[src/rtl/wb_ram_bank_interface.sv]
// Wishbone slave bridging single transfers onto NUM_BANKS synchronous RAM banks.
// Define WB_RAM_ERR_EN to answer unmapped addresses with wb_err_o instead of a dummy ack.
module wb_ram_bank_interface #(
    parameter int WB_ADDR_WIDTH  = 32,
    parameter int RAM_ADDR_WIDTH = 11,
    parameter int DATA_WIDTH     = 32,
    parameter int NUM_BANKS      = 2,
    parameter int BANK_SEL_LSB   = 13,
    parameter int BANK_SEL_WIDTH = 4,
    parameter int RD_LATENCY     = 1
) (
    input  logic                            wb_clk_i,
    input  logic                            rst_i,
    input  logic                            wb_cyc_i,
    input  logic                            wb_stb_i,
    input  logic                            wb_we_i,
    input  logic [WB_ADDR_WIDTH-1:0]        wb_addr_i,
    input  logic [DATA_WIDTH/8-1:0]         wb_sel_i,
    input  logic [DATA_WIDTH-1:0]           wb_wdata_i,
    output logic [DATA_WIDTH-1:0]           wb_rdata_o,
    output logic                            wb_ack_o,
    output logic                            wb_err_o,
    output logic [NUM_BANKS-1:0]            ram_cs_o,
    output logic                            ram_we_o,
    output logic [DATA_WIDTH/8-1:0]         ram_be_o,
    output logic [RAM_ADDR_WIDTH-1:0]       ram_addr_o,
    output logic [DATA_WIDTH-1:0]           ram_wdata_o,
    input  logic [NUM_BANKS*DATA_WIDTH-1:0] ram_rdata_i
);

    localparam int BANK_W = (NUM_BANKS > 1) ? $clog2(NUM_BANKS) : 1;
    localparam int CNT_W  = $clog2(RD_LATENCY + 1);
    localparam logic [CNT_W-1:0]          LAT_LOAD      = CNT_W'(RD_LATENCY);
    localparam logic [BANK_SEL_WIDTH:0]   NUM_BANKS_EXT = (BANK_SEL_WIDTH + 1)'(NUM_BANKS);

    typedef enum logic [1:0] {
        IDLE,
        ACCESS,
        WAIT,
        RESP
    } state_t;

    state_t                  state_reg;
    logic [CNT_W-1:0]        lat_cnt_reg;
    logic [BANK_W-1:0]       bank_reg;

    logic [BANK_SEL_WIDTH-1:0] bank_field;
    logic [BANK_W-1:0]         bank_idx;
    logic                      bank_mapped;
    logic [DATA_WIDTH-1:0]     bank_rdata [NUM_BANKS];
    logic                      unused_addr_bits;

    assign bank_field  = wb_addr_i[BANK_SEL_LSB +: BANK_SEL_WIDTH];
    assign bank_idx    = BANK_W'(bank_field);
    assign bank_mapped = ({1'b0, bank_field} < NUM_BANKS_EXT);

    // Only the word-address and bank-select fields matter; the rest is ignored.
    assign unused_addr_bits = ^wb_addr_i;

    generate
        for (genvar gi = 0; gi < NUM_BANKS; gi++) begin : g_bank_slice
            assign bank_rdata[gi] = ram_rdata_i[gi*DATA_WIDTH +: DATA_WIDTH];
        end
    endgenerate

`ifdef WB_RAM_ERR_EN
    logic err_reg;
    assign wb_err_o = err_reg;
`else
    assign wb_err_o = 1'b0;
`endif

    always_ff @(posedge wb_clk_i or posedge rst_i) begin
        if (rst_i) begin
            state_reg   <= IDLE;
            lat_cnt_reg <= '0;
            bank_reg    <= '0;
            wb_rdata_o  <= '0;
            wb_ack_o    <= 1'b0;
`ifdef WB_RAM_ERR_EN
            err_reg     <= 1'b0;
`endif
            ram_cs_o    <= '0;
            ram_we_o    <= 1'b0;
            ram_be_o    <= '0;
            ram_addr_o  <= '0;
            ram_wdata_o <= '0;
        end else begin
            // Strobes and responses are single-cycle pulses unless re-asserted below.
            ram_cs_o <= '0;
            ram_we_o <= 1'b0;
            ram_be_o <= '0;
            wb_ack_o <= 1'b0;
`ifdef WB_RAM_ERR_EN
            err_reg  <= 1'b0;
`endif
            unique case (state_reg)
                IDLE: begin
                    if (wb_cyc_i && wb_stb_i) begin
                        if (bank_mapped) begin
                            state_reg   <= ACCESS;
                            bank_reg    <= bank_idx;
                            ram_cs_o    <= NUM_BANKS'(1) << bank_idx;
                            ram_we_o    <= wb_we_i;
                            ram_be_o    <= wb_sel_i;
                            ram_addr_o  <= wb_addr_i[RAM_ADDR_WIDTH+1:2];
                            ram_wdata_o <= wb_wdata_i;
                        end else begin
                            state_reg <= RESP;
`ifdef WB_RAM_ERR_EN
                            err_reg   <= 1'b1;
`else
                            wb_ack_o  <= 1'b1;
                            if (!wb_we_i) begin
                                wb_rdata_o <= '0;
                            end
`endif
                        end
                    end
                end

                ACCESS: begin
                    // ram_we_o still reflects the access issued this cycle.
                    if (!wb_cyc_i) begin
                        state_reg <= IDLE;
                    end else if (ram_we_o) begin
                        state_reg <= RESP;
                        wb_ack_o  <= 1'b1;
                    end else begin
                        state_reg   <= WAIT;
                        lat_cnt_reg <= LAT_LOAD;
                    end
                end

                WAIT: begin
                    if (!wb_cyc_i) begin
                        state_reg   <= IDLE;
                        lat_cnt_reg <= '0;
                    end else if (lat_cnt_reg == CNT_W'(1)) begin
                        state_reg   <= RESP;
                        lat_cnt_reg <= '0;
                        wb_rdata_o  <= bank_rdata[bank_reg];
                        wb_ack_o    <= 1'b1;
                    end else begin
                        lat_cnt_reg <= lat_cnt_reg - CNT_W'(1);
                    end
                end

                RESP: begin
                    state_reg <= IDLE;
                end

                default: begin
                    state_reg <= IDLE;
                end
            endcase
        end
    end

endmodule

[config.mk]
export PLATFORM = sky130hd
export DESIGN_NAME = wb_ram_bank_interface
export DESIGN_NICKNAME = d
export VERILOG_FILES = /design/src/rtl/wb_ram_bank_interface.sv
export SDC_FILE = /design/constraint.sdc
export NUM_CORES = 1
export LEC_CHECK = 0
export ABC_AREA = 1
export BUFFER_PORTS_ARGS = -buffer_cell sky130_fd_sc_hd__clkbuf_2
export CORE_MARGIN = 3
export CORE_UTILIZATION = 46
export CTS_BUF_LIST = sky130_fd_sc_hd__clkbuf_4
export DETAILED_ROUTE_END_ITERATION = 7
export GPL_TIMING_DRIVEN = 0
export PLACE_DENSITY = 0.86
export SLEW_MARGIN = 10
export SYNTH_ARGS = -nofsm -noshare
export SYNTH_HDL_FRONTEND = slang
export SYNTH_SLANG_ARGS = --single-unit
[constraint.sdc]
create_clock -name wb_clk_i -period 4 [get_ports wb_clk_i]
set_clock_uncertainty 0.15 [all_clocks]
set_input_delay 1 -clock wb_clk_i [delete_from_list [all_inputs] [get_ports wb_clk_i]]
set_output_delay 1 -clock wb_clk_i [all_outputs]
set_load 0.02 [all_outputs]
==> results_dict.tcl <==
set metrics [dict create \
    status "finished clean" \
    p_clk_frac 0.136 \
    nets 857 \
    crit_fanout 3 \
    pwr-share-seq 0.360 \
    synth_cell_types 24 \
    crit_path_cell_trace "clkbuf_2" \
    ys.warnings.count 0 \
    drive_gt1_frac 0.341 \
    fin_ws_ns 1.83 \
    grt_max_degree 48 \
    worstSetupPathType "reg -> out" \
    cts_setup_buffers 0 \
    min_period_ns 2.17 \
    ant_nets 0 \
    slew_viol_final 0 \
    drt_iter0_markers 147 \
    rsz0062_at_grt "false" \
    place_congestion 0.897 \
    drc_errors 0 \
    grt_pass1_vias 3870 \
    period_share 0.543 \
    fp.dieH_um 99.0 \
    hold_depth 2 \
    place_ws_ns 1.74 \
    syn_to_final_growth_pct 33.5 \
    met1_usage 0.257 \
    layout_commonest_cell "nand2_1" \
    worst-r2r-cell-count 8 \
    cpMaxStageDelayCell "dfrtp_1" \
    vias 3874 \
    ys_seq_elements 87 \
    antenna_found_initial 0 \
    leakagePower_nw 3.21 \
    hp-class "reg -> reg" \
    grt_use_met2 0.374 \
    cts.htree.levels 3 \
    cts_resized 0 \
    final_cell_mix "nand2_1 (210), clkbuf_2 (202), dfrtp_1 (87)" \
    dp.cells 810 \
    tightest_slew_ns 0.515 \
    power.density_mw_per_mm2 762 \
    tns_ns 0 \
    fp-row-count 33 \
    firstDrtPassIters 4 \
    comb_power_share 0.505 \
    drv_cap 0 \
    drt-wirelength-per-cell_um 12.6 \
    cts_root_buf "clkbuf_4" \
    avgViaCountPerCell 4.69 \
    diodes 0 \
    cts_buffers 9 \
    switching_share 0.458 \
    worstSkewPairLatency_ns 0.42 \
    synth_area_mm2 0.00398 \
    die_w_um 99.0 \
    fp.dieArea_mm2 0.00980 \
    end_kind "output port" \
    cts_buffer_depth 2 \
    cts_hold_buf 0 \
    seq_area_frac_synth 0.547 \
    setup_viol 0 \
    switchingPower_w 0.00186 \
    cp.depth 1 \
    cts.sinks 87 \
    top_regs "ram_wdata_o x32, wb_rdata_o x32, ram_addr_o x11" \
    final_core_util 0.640 \
    use_met3 0.0722 \
    synth_cells 502 \
    overflow 0 \
    fmax_mhz 460 \
    core_mm2 0.00830 \
    crit_family "flip-flops" \
    path_buf_inv 1 \
    grt_busiest_layer "met2" \
    fin_cells 826 \
    synthesis.nets 643 \
    hpwl_um 8290 \
    final_hold_viol_count 0 \
    io_buffers 202 \
    io_pins 221 \
    p_int_w 0.00219 \
    start_util 0.479 \
    worstSetupStartpointType "flip-flop" \
    cts_tree "built" \
    syn_avg_cell_area_um2 7.93 \
    vdd_drop_max_v 0.000408 \
    cp.required_ns 2.85 \
    fillers 749 \
    grtUsageTotal 0.216 \
    clkTransAtPathRegs_ns 0.13 \
    worst_path_largest_cell_delay_ns 0.43 \
    grt_pass1_wl_um 17200 \
    routed_wl_um 10400 \
    max-slew-margin-rel 0.657 \
    arrival_ns 1.02 \
]
-- logic make-up after synthesis --
group / after synthesis / share of synthesized area
simple gates: 323 / 0.323
flops: 87 / 0.547
buf+inv: 47 / 0.0651
compound gates: 40 / 0.0513
fa+ha+maj: 4 / 0.0126
other cells: 1 / 0.000942
-- synth_stat cells --
library cell | n | area (um^2)
inv_1 | 16 | 60.1
buf_4 | 5 | 37.5
dfrtp_1 | 87 | 2180
nand2_2 | 1 | 6.26
nand2_4 | 1 | 11.3
a21oi_1 | 2 | 10.0
buf_1 | 3 | 11.3
buf_6 | 7 | 78.8
o22ai_1 | 1 | 6.26
inv_2 | 1 | 3.75
conb_1 | 1 | 3.75
nor2_1 | 72 | 270
nand3_1 | 35 | 175
clkinv_2 | 1 | 5.00
nor2_4 | 1 | 11.3
o21a_1 | 1 | 7.51
clkbuf_1 | 6 | 22.5
ha_1 | 4 | 50.1
nand4_1 | 1 | 6.26
buf_2 | 8 | 40.0
o21ai_0 | 36 | 180
nand2_1 | 210 | 788
nor2_2 | 1 | 6.26
nand3_2 | 1 | 10.0
-- power groups by stage --
stage	registers [W]	clock network, W	logic (W)
final	0.00146	0.000549	0.00204
after global routing	0.00150	0.000604	0.00228
after CTS	0.00146	0.000567	0.00206
after detailed placement	0.00147	0	0.00206
after global placement	0.00146	0	0.00201
after floorplan	0.00188	0	0.000953
-- final timing paths --
path	start	to	slack, ns
setup / recovery	ram_we_o	ram_we_o	1.83
hold / removal	wb_rdata_o[17]	wb_rdata_o[17]	0.33
setup reg to reg	state_reg[0]	wb_rdata_o[28]	2.14
hold reg to reg	wb_rdata_o[17]	wb_rdata_o[17]	0.33
max in group asynchronous	rst_i	wb_ack_o	2.66
min in group asynchronous	rst_i	ram_addr_o[9]	0.44
-- final cells by class --
class                           instances  area [um^2]  area share
Clock buffer                           10         75.1      0.0141
Timing Repair Buffer                  203         1040       0.196
Sequential cell                        87         2180       0.410
Clock inverter                          6         85.1      0.0160
Buffer                                 29          190      0.0358
Tap cell                              105          131      0.0247
Inverter                               18         71.3      0.0134
Multi-Input combinational cell        368         1540       0.290
-- per-stage QoR --
stage               area, um^2  total power, W  hold slack, ns
floorplan                 3980         0.00283           0.349
global placement          5120         0.00347           0.305
detailed placement        5150         0.00353           0.308
CTS                       5310         0.00409           0.338
global route              5310         0.00438           0.350
finish                    5310         0.00405           0.334
-- per-layer routing --
metal,wire [um],vias up,part of all wire
li1,-,1979,-
met1,4270,1722,0.41
met2,5020,165,0.48
met3,1080,8,0.10
met4,74,0,0.0071
met5,0,-,0
(Power assumes the default switching activity.)
